### config.mk
export PLATFORM = sky130hd
export DESIGN_NAME = multi_seq_ctrl
export DESIGN_NICKNAME = d
export VERILOG_FILES = /design/src/rtl/multi_seq_ctrl_pkg.sv /design/src/rtl/multi_shift_add.sv /design/src/rtl/multi_seq_ctrl.sv
export SDC_FILE = /design/constraint.sdc
export NUM_CORES = 1
export LEC_CHECK = 0
export ABC_CLOCK_PERIOD_IN_PS = 7950
export BUFFER_PORTS_ARGS = -buffer_cell sky130_fd_sc_hd__clkbuf_2
export CAP_MARGIN = 20
export CORE_MARGIN = 2
export CORE_UTILIZATION = 39
export DETAILED_ROUTE_END_ITERATION = 6
export SYNTH_ARGS = -nofsm -noshare
export SYNTH_HDL_FRONTEND = slang
export SYNTH_SLANG_ARGS = --single-unit
### constraint.sdc
create_clock -name CLK -period 7.95 [get_ports CLK]
set_input_delay 1.59 -clock CLK [delete_from_list [all_inputs] [get_ports CLK]]
set_output_delay 1.59 -clock CLK [all_outputs]
set_load 0.02 [all_outputs]
### src/rtl/multi_seq_ctrl_pkg.sv
// Shared constants for the sequential shift-add multiplier: FSM encoding,
// step-counter width and the default operand width.
package multi_seq_ctrl_pkg;

  localparam int CNT_W     = 3;
  localparam int DEF_WIDTH = 4;

  localparam logic [1:0] ST_IDLE = 2'd0;
  localparam logic [1:0] ST_CALC = 2'd1;
  localparam logic [1:0] ST_FIN  = 2'd2;

endpackage

### src/rtl/multi_shift_add.sv
// Shift-add datapath: operand registers, accumulator and the partial-product
// adder. One multiplier bit is consumed per cycle while cnt_i is non-zero.
module multi_shift_add
  import multi_seq_ctrl_pkg::*;
#(
  parameter int WIDTH = DEF_WIDTH
) (
  input  logic                 clk,
  input  logic                 rst,
  input  logic                 load_i,
  input  logic                 clr_i,
  input  logic [CNT_W-1:0]     cnt_i,
  input  logic [WIDTH-1:0]     a_i,
  input  logic [WIDTH-1:0]     b_i,
  output logic [2*WIDTH-1:0]   sum_o
);

  logic [WIDTH-1:0]   a_q, b_q;
  logic [2*WIDTH-1:0] acc_q, acc_d;
  logic [2*WIDTH-1:0] addend;
  logic [2*WIDTH-1:0] sum;
  logic [CNT_W-1:0]   idx;
  logic [WIDTH-1:0]   b_sh;

  // cnt is 1-based, so bit step n examines B bit n-1 and A shifted by n-1
  always_comb begin
    idx    = cnt_i - CNT_W'(1);
    b_sh   = b_q >> idx;
    addend = '0;
    if (cnt_i != '0 && b_sh[0]) begin
      addend = {{WIDTH{1'b0}}, a_q} << idx;
    end
    sum = acc_q + addend;
    if (clr_i) begin
      acc_d = '0;
    end else if (cnt_i != '0) begin
      acc_d = sum;
    end else begin
      acc_d = acc_q;
    end
  end

  always_ff @(posedge clk) begin
    if (rst) begin
      a_q   <= '0;
      b_q   <= '0;
      acc_q <= '0;
    end else begin
      if (load_i) begin
        a_q <= a_i;
        b_q <= b_i;
      end
      acc_q <= acc_d;
    end
  end

  assign sum_o = sum;

endmodule

### src/rtl/multi_seq_ctrl.sv
// Sequential WIDTH x WIDTH multiplier controller: IDLE/CALC/FIN FSM, step
// counter for the downstream decoder, and the held product register.
module multi_seq_ctrl
  import multi_seq_ctrl_pkg::*;
#(
  parameter int WIDTH = DEF_WIDTH
) (
  input  logic                 CLK,
  input  logic                 RST,
  input  logic                 START,
  input  logic [WIDTH-1:0]     A,
  input  logic [WIDTH-1:0]     B,
  output logic [CNT_W-1:0]     cnt,
  output logic                 BUSY,
  output logic                 DONE,
  output logic [2*WIDTH-1:0]   P
);

  localparam logic [CNT_W-1:0] CNT_LAST = CNT_W'(WIDTH);

  logic [1:0]         state_q, state_d;
  logic [CNT_W-1:0]   cnt_q, cnt_d;
  logic [2*WIDTH-1:0] p_q, p_d;
  logic [2*WIDTH-1:0] sum;
  logic               accept;

  assign accept = (state_q == ST_IDLE) && START;

  // P captures the final sum on the CALC->FIN edge so it is valid with DONE
  always_comb begin
    state_d = state_q;
    cnt_d   = cnt_q;
    p_d     = p_q;
    case (state_q)
      ST_IDLE: begin
        if (START) begin
          state_d = ST_CALC;
          cnt_d   = CNT_W'(1);
        end
      end
      ST_CALC: begin
        if (cnt_q == CNT_LAST) begin
          state_d = ST_FIN;
          cnt_d   = '0;
          p_d     = sum;
        end else begin
          cnt_d = cnt_q + CNT_W'(1);
        end
      end
      ST_FIN: begin
        state_d = ST_IDLE;
        cnt_d   = '0;
      end
      default: begin
        state_d = ST_IDLE;
        cnt_d   = '0;
      end
    endcase
  end

  always_ff @(posedge CLK) begin
    if (RST) begin
      state_q <= ST_IDLE;
      cnt_q   <= '0;
      p_q     <= '0;
    end else begin
      state_q <= state_d;
      cnt_q   <= cnt_d;
      p_q     <= p_d;
    end
  end

  multi_shift_add #(
    .WIDTH (WIDTH)
  ) u_dp (
    .clk    (CLK),
    .rst    (RST),
    .load_i (accept),
    .clr_i  (accept),
    .cnt_i  (cnt_q),
    .a_i    (A),
    .b_i    (B),
    .sum_o  (sum)
  );

  assign cnt  = cnt_q;
  assign BUSY = (state_q == ST_CALC);
  assign DONE = (state_q == ST_FIN);
  assign P    = p_q;

endmodule

After elaboration in Yosys (flattened, before gate mapping)
Index checks and enable logic that the tools add are counted.
{"block": "totals", "regBits": 29, "input_bits": 11, "output_inout_bits": 13, "word_cells": 30}
{"block": "op_classes", "add_sub_neg": 3, "eq_ne": 5, "shifts": 2, "muxes": 7, "reduce_logical": 7}
{"cell": "8-bit adder", "n": 1}
{"cell": "8-bit two-way mux", "n": 1}
{"cell": "4-bit by 3-bit << shifter with 8-bit output", "n": 1}
{"cell": "3-bit two-way mux", "n": 2}
{"cell": "3-bit case mux with 2 select lines", "n": 1}
{"cell": "2-bit two-way mux", "n": 2}
{"cell": "2-bit case mux with 2 select lines", "n": 1}
{"cell": "2-bit AND reduction", "n": 2}
{"cell": "4-bit by 3-bit right shift with 1-bit output", "n": 1}
{"cell": "3-bit by 1-bit adder with 3-bit output, second input constant", "n": 1}
{"cell": "3-bit == test, second input constant", "n": 1}
{"cell": "3-bit nonzero test", "n": 1}
{"cell": "3-bit by 1-bit subtractor with 3-bit output, second input constant", "n": 1}
{"cell": "2-bit by 1-bit == test with 1-bit output, second input constant", "n": 1}
{"cell": "2-bit == test, second input constant", "n": 1}
{"cell": "1-bit logical AND", "n": 2}
{"cell": "2-bit logical NOT", "n": 1}
{"cell": "2-bit by 1-bit inequality test with 1-bit output, second input constant", "n": 1}
{"cell": "2-bit inequality test, second input constant", "n": 1}
{"cell": "2-bit OR reduction", "n": 1}

Depth between registers and ports, before layout
{"block": "logic_depth", "depth_word": 5, "mapped_depth": 15, "mapped_depth_nobuf": 13}

By module
From an unflattened synthesis, not the netlist that was laid out.
{"block": "unflattened", "hier_cells": 195, "area_unflattened_um2": 1680.4}
{"mod": "multi_shift_add", "n_inst": 1, "cells_each": 131, "area_each_um2": 1138.6, "seq_area_each_um2": 320.3}
{"mod": "multi_seq_ctrl", "n_inst": 1, "cells_each": 64, "area_each_um2": 541.8, "seq_area_each_um2": 260.2}

Least setup slack after synthesis
No wires, ideal clock.
{"block": "synth_path", "kind": "reg-to-reg", "start": "register cnt_q[0], in the netlist cnt[0]", "end": "register p_q[7], in the netlist P[7]", "setup_ns": 0.059, "arrival_time_ns": 3.165, "t_required_ns": 7.891, "path_slack_ns": 4.726, "path_stages_with_launch": 15, "n_path_buf": 2, "synth_period_minus_slack_ns": 3.224, "cell_sequence": "dfxtp_1 -> buf_2 -> inv_1 -> ha_1 -> buf_4 -> mux4_2 -> nand4_1 -> or2_1 -> inv_1 -> ha_1 -> a211oi_1 -> o211ai_1 -> a2111oi_2 -> a31oi_1 -> nand2_1"}
{"block": "synth_between", "elab_chain_cells": 5, "word_cells_on_any_way": 9, "cone_classes": "2 x add/sub; 1 x eq/ne; 2 x shift; 1 x mux; 3 x reduce/logical"}
{"item": "from (decl)", "line": "multi_seq_ctrl.sv:22", "rtl": "logic [CNT_W-1:0] cnt_q, cnt_d;"}
{"item": "from (signal assigned)", "line": "multi_seq_ctrl.sv:68", "rtl": "cnt_q <= cnt_d;"}
{"item": "3-bit by 1-bit subtractor with 3-bit output", "line": "multi_shift_add.sv:27", "rtl": "idx = cnt_i - CNT_W'(1);"}
{"item": "4-bit by 3-bit right shift with 1-bit output", "line": "multi_shift_add.sv:28", "rtl": "b_sh = b_q >> idx;"}
{"item": "1-bit logical AND", "line": "multi_shift_add.sv:30", "rtl": "if (cnt_i != '0 && b_sh[0]) begin"}
{"item": "8-bit two-way mux", "line": "multi_shift_add.sv:30"}
{"item": "8-bit adder", "line": "multi_shift_add.sv:33", "rtl": "sum = acc_q + addend;"}
{"item": "to (signal assigned)", "line": "multi_seq_ctrl.sv:69", "rtl": "p_q <= p_d;"}
{"item": "to (decl)", "line": "multi_seq_ctrl.sv:23", "rtl": "logic [2*WIDTH-1:0] p_q, p_d;"}
Several ways; a longest one is shown, not always the timed one.
A chain may end at the register's enable or synchronous reset.

Worst setup path in the final report
{"block": "layout_path", "start": "register cnt_q[0], in the netlist cnt[0]", "end": "register u_dp.acc_q[6]"}
{"block": "layout_between", "elab_chain_cells": 5, "word_cells_on_any_way": 7, "cone_classes": "2 x add/sub; 2 x shift; 1 x mux; 2 x reduce/logical"}
{"item": "3-bit by 1-bit subtractor with 3-bit output", "line": "multi_shift_add.sv:27"}
{"item": "4-bit by 3-bit right shift with 1-bit output", "line": "multi_shift_add.sv:28"}
{"item": "1-bit logical AND", "line": "multi_shift_add.sv:30"}
{"item": "8-bit two-way mux", "line": "multi_shift_add.sv:30"}
{"item": "8-bit adder", "line": "multi_shift_add.sv:33"}
{"item": "to (signal assigned)", "line": "multi_shift_add.sv:47", "rtl": "acc_q <= '0;"}
{"item": "to (signal assigned)", "line": "multi_shift_add.sv:53", "rtl": "acc_q <= acc_d;"}
{"item": "to (decl)", "line": "multi_shift_add.sv:19", "rtl": "logic [2*WIDTH-1:0] acc_q, acc_d;"}
Several ways; a longest one is shown, not always the timed one.

==> impl_metrics.tcl <==
set metrics [dict create \
    status "finished clean" \
    cts-root-buf "clkbuf_8" \
    cts_max_level 2 \
    fp.dieH_um 69.2 \
    clock_latency_ns 0.29 \
    synth.distinct_cells 40 \
    vias_per_cell 5.17 \
    cts_buffer_depth 2 \
    grt_pass1_vias 1294 \
    worst_r2r_startpoint "cnt[0]" \
    gp_congestion 0.811 \
    crit_path_max_incr_delay_ns 0.61 \
    row_count 23 \
    drt-total-wl_um 3400 \
    grt_start_max_net_pins 25 \
    antenna_found_initial 0 \
    power_density_mw_per_mm2 187 \
    p_leak_nw 0.768 \
    maxSlewHeadroom 0.644 \
    die_x_um 69.2 \
    hold-path-endpoint "P[5]" \
    grt-ovfl-total 0 \
    path_max_fanout 13 \
    synthesis.nets 218 \
    drive_gt1_frac 0.189 \
    cts_tree "built" \
    r2r_cells 13 \
    r2r_slack_ns 4.43 \
    setup_viol 0 \
    path_buf_inv 2 \
    final_common_cell "dfxtp_1" \
    min_period_ns 3.52 \
    crit_path_start_kind "flop" \
    vias 1380 \
    path_cells "inv_1, ha_1, mux4_2, nand4_1, nor2_1, ha_1, inv_1, fa_1, nor2b_4, o311ai_0, o311ai_2, nand2_1, a21oi_1" \
    clkSinkCount 29 \
    track_usage 0.154 \
    period_share 0.443 \
    cp.arrival_ns 3.67 \
    area_growth_pct 14.2 \
    cp.depth 13 \
    tightest_slew_ns 0.533 \
    wl_per_cell_um 12.7 \
    pin_count 24 \
    hold_viol 0 \
    seq_area_frac_synth 0.350 \
    fin_util 0.467 \
    cap_violations 0 \
    cts-resized-gates 0 \
    syn_area_per_cell_um2 8.46 \
    synth-seq-cells 29 \
    dieArea_mm2 0.00479 \
    crit_path_end_kind "flop" \
    initial_core_util 0.409 \
    drt_first_pass_iters 5 \
    clkTransAtPathRegs_ns 0.07 \
    tns_ns 0 \
    io_buffers 23 \
    post_cts_buffers 0 \
    worstPathRequired_ns 8.11 \
    synth_area_mm2 0.00166 \
    slew_violations 0 \
    place_area_mm2 0.00177 \
    fin_area_mm2 0.00189 \
    worstHoldPathCells 2 \
    ctsHoldBuffers 0 \
    grt_pass1_wl_um 5930 \
    drc 0 \
    max_freq_ghz 0.284 \
    core_area_mm2 0.00406 \
    drt_iter0_drc 68 \
    cts_inserted_buffers 5 \
    min_from "P[5]" \
    dp_hpwl_um 2540 \
    synth_cells 196 \
    criticalPathCategory "flop to flop" \
    skew_ns 0.0128 \
    ir_worst_vdd_uv 112 \
    final_cell_mix "dfxtp_1 (29), nor2_1 (25), nand2_1 (24)" \
    critPathSlowestCell "dfxtp_1" \
    path_delay_family "adder cells" \
    min_path_type "flop to flop" \
    layout.nets 238 \
    regToRegEndpoint "u_dp.acc_q[6]" \
    yosys_warnings 0 \
    postRouteAntennaNets 0 \
    rsz0062_at_grt "false" \
    n_antenna_cell 0 \
]
-- layer usage --
metal | track usage | share of wire
met3 | 0.0378 | 0.037
met2 | 0.249 | 0.46
met5 | 0 | 0
met4 | 0.0610 | 0.017
met1 | 0.196 | 0.49
-- final cells by class --
class | instances | area, um2
fill | 400 | 2160
multi-input combinational | 149 | 981
clock inverter | 2 | 37.5
tap | 50 | 62.6
sequential | 29 | 581
timing repair buffer | 24 | 123
inverter | 7 | 26.3
clock buffer | 6 | 82.6
-- power by group --
group | leakage (nW) | internal [mW] | switching (mW)
Combinational | 0.475 | 0.0157 | 0.0217
Clock | 0.0574 | 0.102 | 0.0605
Sequential | 0.236 | 0.150 | 0.00547
Total | 0.768 | 0.267 | 0.0877
-- synth_stat cells, drive strengths merged --
cell type   n  area share
o211ai      1      0.0045
a211oi      4       0.021
a2111oi     1      0.0091
and3        2      0.0075
a31oi       2      0.0075
mux2i      11       0.066
nand4       1      0.0038
o22a        1      0.0053
o21ai       5       0.015
o311ai      2       0.015
a21oi      18       0.054
or2         3       0.011
nand2      24       0.054
nor3        7       0.021
nor3b       3       0.014
nor2b       6       0.032
xor2        1      0.0053
nor2       25       0.057
fa          1       0.012
buf         9       0.038
o31a        1      0.0053
mux4        1       0.014
nand3       7       0.021
a21o        2      0.0091
xnor2       3       0.016
mux2        2       0.014
nand3b      1      0.0045
dfxtp      29        0.35
a221oi      1      0.0053
ha         10       0.075
o21a        1      0.0045
inv         7       0.016
nand2b      2      0.0075
clkbuf      2      0.0045
-- cell families after synthesis --
family / count (synthesis) / share of synthesized area
AO/OA/AOI/OAI: 39 / 0.156
XOR/XNOR: 4 / 0.0211
adder cells (fa/ha/maj): 11 / 0.0875
buffers and inverters: 18 / 0.0581
flip-flops: 29 / 0.350
multiplexers: 14 / 0.0936
AND/OR/NAND/NOR: 81 / 0.233
-- flip-flops by register name (all words and copies together) (netlist names) --
signal      flops
P               8
u_dp.acc_q      8
u_dp.a_q        4
u_dp.b_q        4
cnt             3
state_q         2
-- through the flow --
step                      instances  power [mW]  hold WS [ns]  worst slack (ns)
after floorplan                 196       0.188         0.433              4.73
after global placement          259       0.196         0.445              4.48
after detailed placement        259       0.196         0.449              4.43
after CTS                       267       0.357         0.459              4.42
after global routing            267       0.370         0.475              4.14
final                           267       0.355         0.456              4.43
-- how the worst max path moves through the flow --
stage / start / to / slack (ns)
final: cnt[0] / u_dp.acc_q[6] / 4.43
after global routing: cnt[0] / P[7] / 4.14
after global placement: cnt[0] / P[7] / 4.48
after floorplan: cnt[0] / P[7] / 4.73
after detailed placement: cnt[0] / P[7] / 4.43
after CTS: cnt[0] / P[7] / 4.42
-- tightest hold or removal path, delay by kind of cell (launching register included) --
kind	cells	cell delay, ns
flops	1	0.31
simple gates	1	0.05
compound gates	1	0.05
Power figures use the tool's default switching activity.
